--- src/rtl/inst_encode_loader.sv ---
// Instruction encoder and program loader: packs field tuples into 32-bit
// instruction words and streams legal ones into instruction memory.
module inst_encode_loader #(
    parameter int MEM_AW = 8
) (
    input  logic              clk,
    input  logic              rst,
    input  logic              start,
    input  logic [MEM_AW-1:0] base_addr,
    input  logic              finish,
    input  logic              in_valid,
    output logic              in_ready,
    input  logic [2:0]        in_opcode,
    input  logic [4:0]        in_r0,
    input  logic [4:0]        in_r1,
    input  logic [4:0]        in_r2,
    input  logic [15:0]       in_addr,
    output logic              mem_we,
    output logic [MEM_AW-1:0] mem_addr,
    output logic [31:0]       mem_wdata,
    input  logic              mem_ack,
    output logic              busy,
    output logic              done,
    output logic              full,
    output logic              err,
    output logic [MEM_AW:0]   inst_count,
    output logic [7:0]        err_count
);

    // state  | meaning
    // IDLE   | waiting for start
    // RUN    | accepting tuples
    // WRITE  | holding a memory write until mem_ack
    // DONE   | session ended by finish
    // FULL   | memory exhausted
    typedef enum logic [2:0] {S_IDLE, S_RUN, S_WRITE, S_DONE, S_FULL} state_t;

    state_t              state_q, state_d;
    logic [MEM_AW-1:0]   ptr_q, ptr_d;
    logic [31:0]         wdata_q, wdata_d;
    logic [MEM_AW:0]     cnt_q, cnt_d;
    logic [7:0]          errc_q, errc_d;
    logic                err_q, err_d;
    logic                fin_q, fin_d;

    logic [31:0]         enc_word;
    logic                enc_legal;
    logic [MEM_AW:0]     cnt_inc;

    always_comb begin
        enc_word        = '0;
        enc_legal       = 1'b1;
        enc_word[31:29] = in_opcode;
        enc_word[28:24] = in_r0;
        case (in_opcode)
            3'b000, 3'b001: begin
                enc_word[15:0] = in_addr;
            end
            3'b010, 3'b011: begin
                enc_word[23:19] = in_r1;
                enc_word[14:0]  = in_addr[14:0];
                enc_legal       = ~in_addr[15];
            end
            3'b111: begin
                enc_word[18:14] = in_r2;
                enc_word[13:0]  = in_addr[13:0];
                enc_legal       = (in_addr[15:14] == 2'b00);
            end
            default: begin
                enc_word[23:19] = in_r1;
                enc_word[18:14] = in_r2;
                enc_word[13:0]  = in_addr[13:0];
                enc_legal       = (in_addr[15:14] == 2'b00);
            end
        endcase
    end

    assign cnt_inc = cnt_q + 1'b1;

    always_comb begin
        state_d = state_q;
        ptr_d   = ptr_q;
        wdata_d = wdata_q;
        cnt_d   = cnt_q;
        errc_d  = errc_q;
        err_d   = 1'b0;
        fin_d   = fin_q;
        if (start) begin
            state_d = S_RUN;
            ptr_d   = base_addr;
            cnt_d   = '0;
            errc_d  = '0;
            fin_d   = 1'b0;
        end else begin
            case (state_q)
                S_RUN: begin
                    if (in_valid) begin
                        fin_d = fin_q | finish;
                        if (enc_legal) begin
                            wdata_d = enc_word;
                            state_d = S_WRITE;
                        end else begin
                            err_d = 1'b1;
                            if (errc_q != 8'hFF) errc_d = errc_q + 8'd1;
                        end
                    end else if (finish || fin_q) begin
                        state_d = S_DONE;
                        fin_d   = 1'b0;
                    end
                end
                S_WRITE: begin
                    fin_d = fin_q | finish;
                    if (mem_ack) begin
                        cnt_d = cnt_inc;
                        ptr_d = ptr_q + 1'b1;
                        // finish wins over FULL so the session reports DONE
                        if (fin_q || finish) begin
                            state_d = S_DONE;
                            fin_d   = 1'b0;
                        end else if ((&ptr_q) || cnt_inc == {1'b1, {MEM_AW{1'b0}}}) begin
                            state_d = S_FULL;
                        end else begin
                            state_d = S_RUN;
                        end
                    end
                end
                default: ;
            endcase
        end
    end

    always_ff @(posedge clk or posedge rst) begin
        if (rst) begin
            state_q <= S_IDLE;
            ptr_q   <= '0;
            wdata_q <= '0;
            cnt_q   <= '0;
            errc_q  <= '0;
            err_q   <= 1'b0;
            fin_q   <= 1'b0;
        end else begin
            state_q <= state_d;
            ptr_q   <= ptr_d;
            wdata_q <= wdata_d;
            cnt_q   <= cnt_d;
            errc_q  <= errc_d;
            err_q   <= err_d;
            fin_q   <= fin_d;
        end
    end

    assign in_ready   = (state_q == S_RUN);
    assign mem_we     = (state_q == S_WRITE);
    assign mem_addr   = ptr_q;
    assign mem_wdata  = wdata_q;
    assign busy       = (state_q == S_RUN) || (state_q == S_WRITE);
    assign done       = (state_q == S_DONE);
    assign full       = (state_q == S_FULL);
    assign err        = err_q;
    assign inst_count = cnt_q;
    assign err_count  = errc_q;

endmodule

--- config.mk ---
export PLATFORM = sky130hd
export DESIGN_NAME = inst_encode_loader
export DESIGN_NICKNAME = d
export VERILOG_FILES = /design/src/rtl/inst_encode_loader.sv
export SDC_FILE = /design/constraint.sdc
export NUM_CORES = 1
export LEC_CHECK = 0
export ABC_CLOCK_PERIOD_IN_PS = 3100
export CAP_MARGIN = 40
export CORE_MARGIN = 3
export CORE_UTILIZATION = 44
export CTS_CLUSTER_SIZE = 40
export DETAILED_ROUTE_END_ITERATION = 8
export PLACE_DENSITY = 0.8
export SYNTH_ARGS = -nofsm -noshare
export SYNTH_HDL_FRONTEND = slang
export SYNTH_SLANG_ARGS = --single-unit
--- constraint.sdc ---
create_clock -name clk -period 3.1 [get_ports clk]
set_clock_uncertainty 0.2 [all_clocks]
set_input_delay 0.62 -clock clk [delete_from_list [all_inputs] [get_ports clk]]
set_output_delay 0.62 -clock clk [all_outputs]
set_load 0.05 [all_outputs]
==> impl_metrics.py, run 1 <==
metrics = {
    "run_status": {
        "status": "finished, final reports clean",
    },
    "routing": {
        "drtAntennaViolNets": 0,
        "met3WireLength_um": 611,
        "vias": 2544,
        "wl_met2_mm": 3.53,
        "detail_route.wl_per_cell_um": 15.3,
        "route.layer.met1.wl_mm": 3.01,
        "viasPerCell": 5.38,
        "drc": 0,
        "highest_layer": "met4",
        "drtPass1Iterations": 4,
        "drtIter0Drc": 94,
        "wirelength_mm": 7.24,
    },
    "critical_path": {
        "required_ps": 2280,
        "cp_data_arrival_time_ps": 2170,
        "critPathCaptureType": "primary output",
        "r2r_slack_ps": 1020,
        "crit_fanout": 9,
        "worstSetupStartpointType": "flip-flop",
        "criticalPathCategory": "flip-flop to primary output",
    },
    "floorplan": {
        "placementRows": 29,
        "die_height_um": 87.6,
        "ioPinCount": 111,
        "start_util_pct": 45.9,
        "die_area_um2": 7670,
        "core_area_um2": 6390,
        "die_w_um": 87.6,
    },
    "sta": {
        "slew_headroom_pct": 64.4,
        "finalSetupViolations": 0,
        "whs_ps": 288,
        "drv_slew": 0,
        "fin_crit_sh_pct": 96.4,
        "fmax_mhz": 335,
        "rsz0062_at_grt": "false",
        "finalHoldViolCount": 0,
        "setup_tns_ps": 0,
        "worstMarginPinSlew_ps": 533,
        "fin_crit_ps": 2990,
    },
    "global_route": {
        "antenna_found_initial": 0,
        "grt_max_degree": 39,
        "grt_remaining_overflow": 0,
        "track_usage_pct": 19.9,
        "grt_pass1_wl_mm": 11.8,
        "grt_pass1_vias": 2524,
    },
    "synth": {
        "synth_area_um2": 2930,
        "yosys_most_used_dff": "dfrtp_1",
        "synth.net_count": 326,
        "synth_cells": 275,
        "synth-seq-cells": 62,
        "post-synth-top-area-cell": "dfrtp_1",
        "synth_edf_count": 0,
        "syn_area_per_cell_um2": 10.7,
        "postSynth.asyncResetShare_pct": 100,
        "synth_top_cell_area_share_pct": 53.0,
        "synth_area_leaders": "dfrtp_1, mux2_1, nand2_1",
        "seq_area_frac_synth_pct": 53.0,
        "yosysWarnings": 0,
        "netlist-cell-type-count": 45,
        "synth_commonest_cells": "dfrtp_1, nand2_1, mux2_1",
        "yosysMostFrequentCell": "dfrtp_1",
    },
    "cts": {
        "cts_buffer_depth": 2,
        "ctsResizeCount": 0,
        "cts_tree": "yes",
        "path_clk_slew_ps": 60,
        "cts_buffers": 9,
        "htreeDepth": 3,
        "cts_setup_buffers": 0,
        "clockRootBuffer": "clkbuf_8",
        "postCtsHoldBufs": 0,
        "clock-sinks": 62,
        "insertion_delay_ps": 340,
    },
    "job": {
        "maxCapViolCount": 0,
    },
    "placement": {
        "io_buffers": 110,
        "gp_congestion": 0.771,
        "hpwl_mm": 5.48,
    },
    "pwr": {
        "total_power_mw": 3.41,
        "power_density_nw_per_um2": 793,
        "total_leakage_power_nw": 1.77,
        "irDropWorstVdd_mv": 0.638,
    },
    "layout": {
        "nFillCells": 524,
        "finalNetCount": 444,
        "drive_gt1_share_pct": 7.07,
        "area_growth_pct": 46.8,
        "antenna_cells": 0,
    },
    "worst_hold_path": {
        "worstHoldPathType": "flip-flop to flip-flop",
    },
}
==> power by group <==
| group | internal, mW | switching [mW] | total, mW |
|---|---|---|---|
| clock network | 0.300 | 0.282 | 0.583 |
| logic | 0.583 | 1.08 | 1.67 |
| registers | 1.03 | 0.131 | 1.16 |
| total | 1.91 | 1.50 | 3.41 |
==> layout make-up <==
class	count	area, um^2	area share, %
well taps	77	96.3	2.24
repair buffers	118	1160	27.0
multi-input cells	195	1310	30.5
flip-flops and latches	62	1550	36.1
clock inverters	2	10.0	0.233
inverters	7	26.3	0.611
clock buffers	12	145	3.38
==> worst paths after layout <==
path / startpoint / to / cells past startpoint
hold / removal: mem_wdata[19] / mem_wdata[19] / 2
setup reg to reg: state_q[1] / state_q[2] / 4
hold reg to reg: mem_wdata[19] / mem_wdata[19] / 2
setup / recovery: state_q[0] / busy / 3
max in group asynchronous: rst / inst_count[2] / 3
min in group asynchronous: rst / mem_wdata[26] / 2
==> routing by layer <==
layer  vias up  GRT usage, %
li1       1219             -
met1      1220          23.8
met2        97          33.4
met3         8          6.87
met4         0          6.69
met5         -             0
==> placed cells by master, fill, tap and decap left out, drive strengths merged, types with 8 or more instances in the layout <==
cell	Yosys	routed
a21oi	10	10
buf	6	8
clkbuf	5	12
clkdlybuf4s50	0	110
dfrtp	62	62
mux2	24	24
nand2	40	40
nand3	11	11
nor2	12	12
nor3	9	9
o21ai	22	22
xnor2	10	10
==> per-stage QoR <==
stage	area (um^2)	cells	util [%]	worst slack [ps]
floorplan	2930	275	-	670
global placement	4150	459	64.9	485
detailed placement	4150	459	64.9	458
CTS	4300	473	67.3	95.9
global route	4300	473	67.3	20.1
finish	4300	473	67.3	112
==> state kept, by name, summed over array words and instances, names as in the netlist <==
name        cells
state_q         3
err_count       8
err             1
inst_count      9
mem_addr        8
fin_q           1
mem_wdata      32
==> kinds of logic (layout without fill, tap and decap cells) <==
logic type / after synthesis / after routing / synth area share, %
AOI/OAI and AO/OA: 48 / 48 / 10.1
xor gates and xnor gates: 14 / 14 / 4.19
adders and majority gates: 3 / 3 / 1.28
buffers and inverters: 18 / 139 / 2.52
DFF: 62 / 62 / 53.0
muxes: 26 / 26 / 9.91
and+or+nand+nor: 104 / 104 / 19.0
==> worst max-delay path: stages, from the launching register on <==
cell	delay, ps
dfrtp_1	460
or3b_1	460
nand2_1	100
clkdlybuf4s50_1	800
Power figures use the tool's default switching activity.
==> run 2, diff against run 1 <==
--- a/config.mk
+++ b/config.mk
@@ -7,6 +7,7 @@
 export LEC_CHECK = 0
 export ABC_CLOCK_PERIOD_IN_PS = 3100
 export CAP_MARGIN = 40
+export CORE_ASPECT_RATIO = 1.75
 export CORE_MARGIN = 3
 export CORE_UTILIZATION = 44
 export CTS_CLUSTER_SIZE = 40
==> constraint.sdc (replaced) <==
create_clock -name clk -period 3.1 [get_ports clk]
set_clock_uncertainty 0.2 [all_clocks]
set_input_delay 0.62 -clock clk [delete_from_list [all_inputs] [get_ports clk]]
set_output_delay 0.62 -clock clk [all_outputs]
set_load 0.005 [all_outputs]
==> impl_metrics.py, run 2 (synthesis results as in run 1) <==
metrics = {
    "layout": {
        "area_growth_pct": 49.6,
        "drive_gt1_share_pct": 7.30,
        "largest_reg_flops": 32,
        "antenna_cells": 0,
        "layout_common_cells": "clkdlybuf4s50_1, dfrtp_1, nand2_1",
        "final_area_um2": 4380,
        "final_cells": 477,
        "finalNetCount": 443,
        "mostFrequentLayoutCell": "clkdlybuf4s50_1",
        "utilization_pct": 69.3,
    },
    "placement": {
        "dpl-instance-area_um2": 4150,
        "gp_congestion": 0.824,
        "dp_cells": 461,
        "io_buffers": 110,
        "hpwl_mm": 5.41,
    },
    "routing": {
        "drtAntennaViolNets": 0,
        "drtIter0Drc": 113,
        "drc": 0,
        "detail_route.wl_per_cell_um": 15.4,
        "wirelength_mm": 7.35,
        "vias": 2548,
        "viasPerCell": 5.34,
        "drtPass1Iterations": 4,
    },
    "sta": {
        "fin_crit_ps": 2700,
        "setup_tns_ps": 0,
        "finalSetupViolations": 0,
        "worstMarginPinSlew_ps": 522,
        "drv_slew": 0,
        "finalHoldViolCount": 0,
        "slew_headroom_pct": 64.7,
        "fin_crit_sh_pct": 87.2,
        "rsz0062_at_grt": "false",
        "fmax_mhz": 370,
    },
    "global_route": {
        "grt_pass1_vias": 2617,
        "grt_max_degree": 63,
        "antenna_found_initial": 0,
        "track_usage_pct": 20.4,
        "grt_remaining_overflow": 0,
        "grt_pass1_wl_mm": 12.0,
    },
    "worst_hold_path": {
        "worstHoldPathType": "flip-flop to flip-flop",
        "hold_depth": 1,
        "min_to": "mem_wdata[2]",
        "hp-start": "mem_wdata[2]",
    },
    "floorplan": {
        "start_util_pct": 46.3,
        "ioPinCount": 111,
        "die_height_um": 114,
        "die_w_um": 67.7,
        "core_area_um2": 6320,
        "placementRows": 38,
        "die_area_um2": 7710,
    },
    "run_status": {
        "status": "finished, final reports clean",
    },
    "cts": {
        "cts_buffer_depth": 2,
        "clockRootBuffer": "clkbuf_8",
        "clock-sinks": 62,
        "cts_buffers": 9,
        "cts_setup_buffers": 0,
        "path_clk_slew_ps": 70,
        "postCtsHoldBufs": 0,
        "insertion_delay_ps": 340,
        "ctsResizeCount": 0,
        "cts_tree": "yes",
        "htreeDepth": 3,
    },
    "pwr": {
        "power_density_nw_per_um2": 649,
        "total_leakage_power_nw": 1.81,
        "total_power_mw": 2.85,
        "irDropWorstVdd_mv": 0.316,
    },
    "critical_path": {
        "slowest_stage": "clkdlybuf4s50_1",
        "path_buf_inv": 1,
        "cp_top_family": "simple AND/OR/NAND/NOR gates",
        "worstSetupStartpointType": "flip-flop",
        "criticalPathCategory": "flip-flop to primary output",
        "reg2regPathDepth": 4,
        "r2r_slack_ps": 1050,
        "critPathCaptureType": "primary output",
        "cp.depth": 3,
        "required_ps": 2280,
        "worstReg2RegStart": "state_q[1]",
        "crit_fanout": 9,
        "r2r_end": "state_q[2]",
        "cp_data_arrival_time_ps": 1880,
        "path_cells": "or3b_1 -> nand2_1 -> clkdlybuf4s50_1",
        "crit_path_max_incr_delay_ps": 520,
    },
    "job": {
        "maxCapViolCount": 0,
    },
}
-- run 2: changes by cell type in the layout (fill, tap and decap cells not counted), sizes merged --
| cell | previous run | this run |
|---|---|---|
| bufinv | 0 | 2 |
| buf | 8 | 7 |
| clkinv | 2 | 1 |
| clkbuf | 12 | 13 |
-- run 2: final cells by class --
| cell class | instances | area [um^2] |
|---|---|---|
| flip-flops and latches | 62 | 1550 |
| inverters | 7 | 26.3 |
| clock buffers | 13 | 169 |
| multi-input cells | 195 | 1300 |
| clock inverters | 3 | 65.1 |
| fillers | 500 | 1940 |
| well taps | 80 | 100 |
| repair buffers | 117 | 1170 |
-- run 2: routing by layer --
metal	share of wire (%)	routed length (um)	track usage, %
met5	0	0	0
met4	1.7	128	8.67
met3	8.0	585	5.81
met2	52	3810	35.7
met1	38	2830	22.1
-- run 2: metrics by stage --
step                      hold slack [ps]  worst slack, ps
after floorplan                       279              739
after global placement                267              526
after detailed placement              278              503
after CTS                             293              366
after global routing                  305              315
final                                 292              395
-- run 2: worst max path at each step --
stage / start / end / slack, ps
after detailed placement: in_valid / err_count[5] / 500
after global routing: state_q[0] / busy / 320
final: state_q[0] / busy / 400
after CTS: state_q[0] / busy / 370
after floorplan: rst / err / 740
after global placement: in_addr[14] / state_q[1] / 530
-- run 2: power by group --
part | internal [mW] | switching, mW | total, mW
Combinational | 0.582 | 0.288 | 0.871
Sequential | 1.03 | 0.131 | 1.16
Clock | 0.517 | 0.296 | 0.814
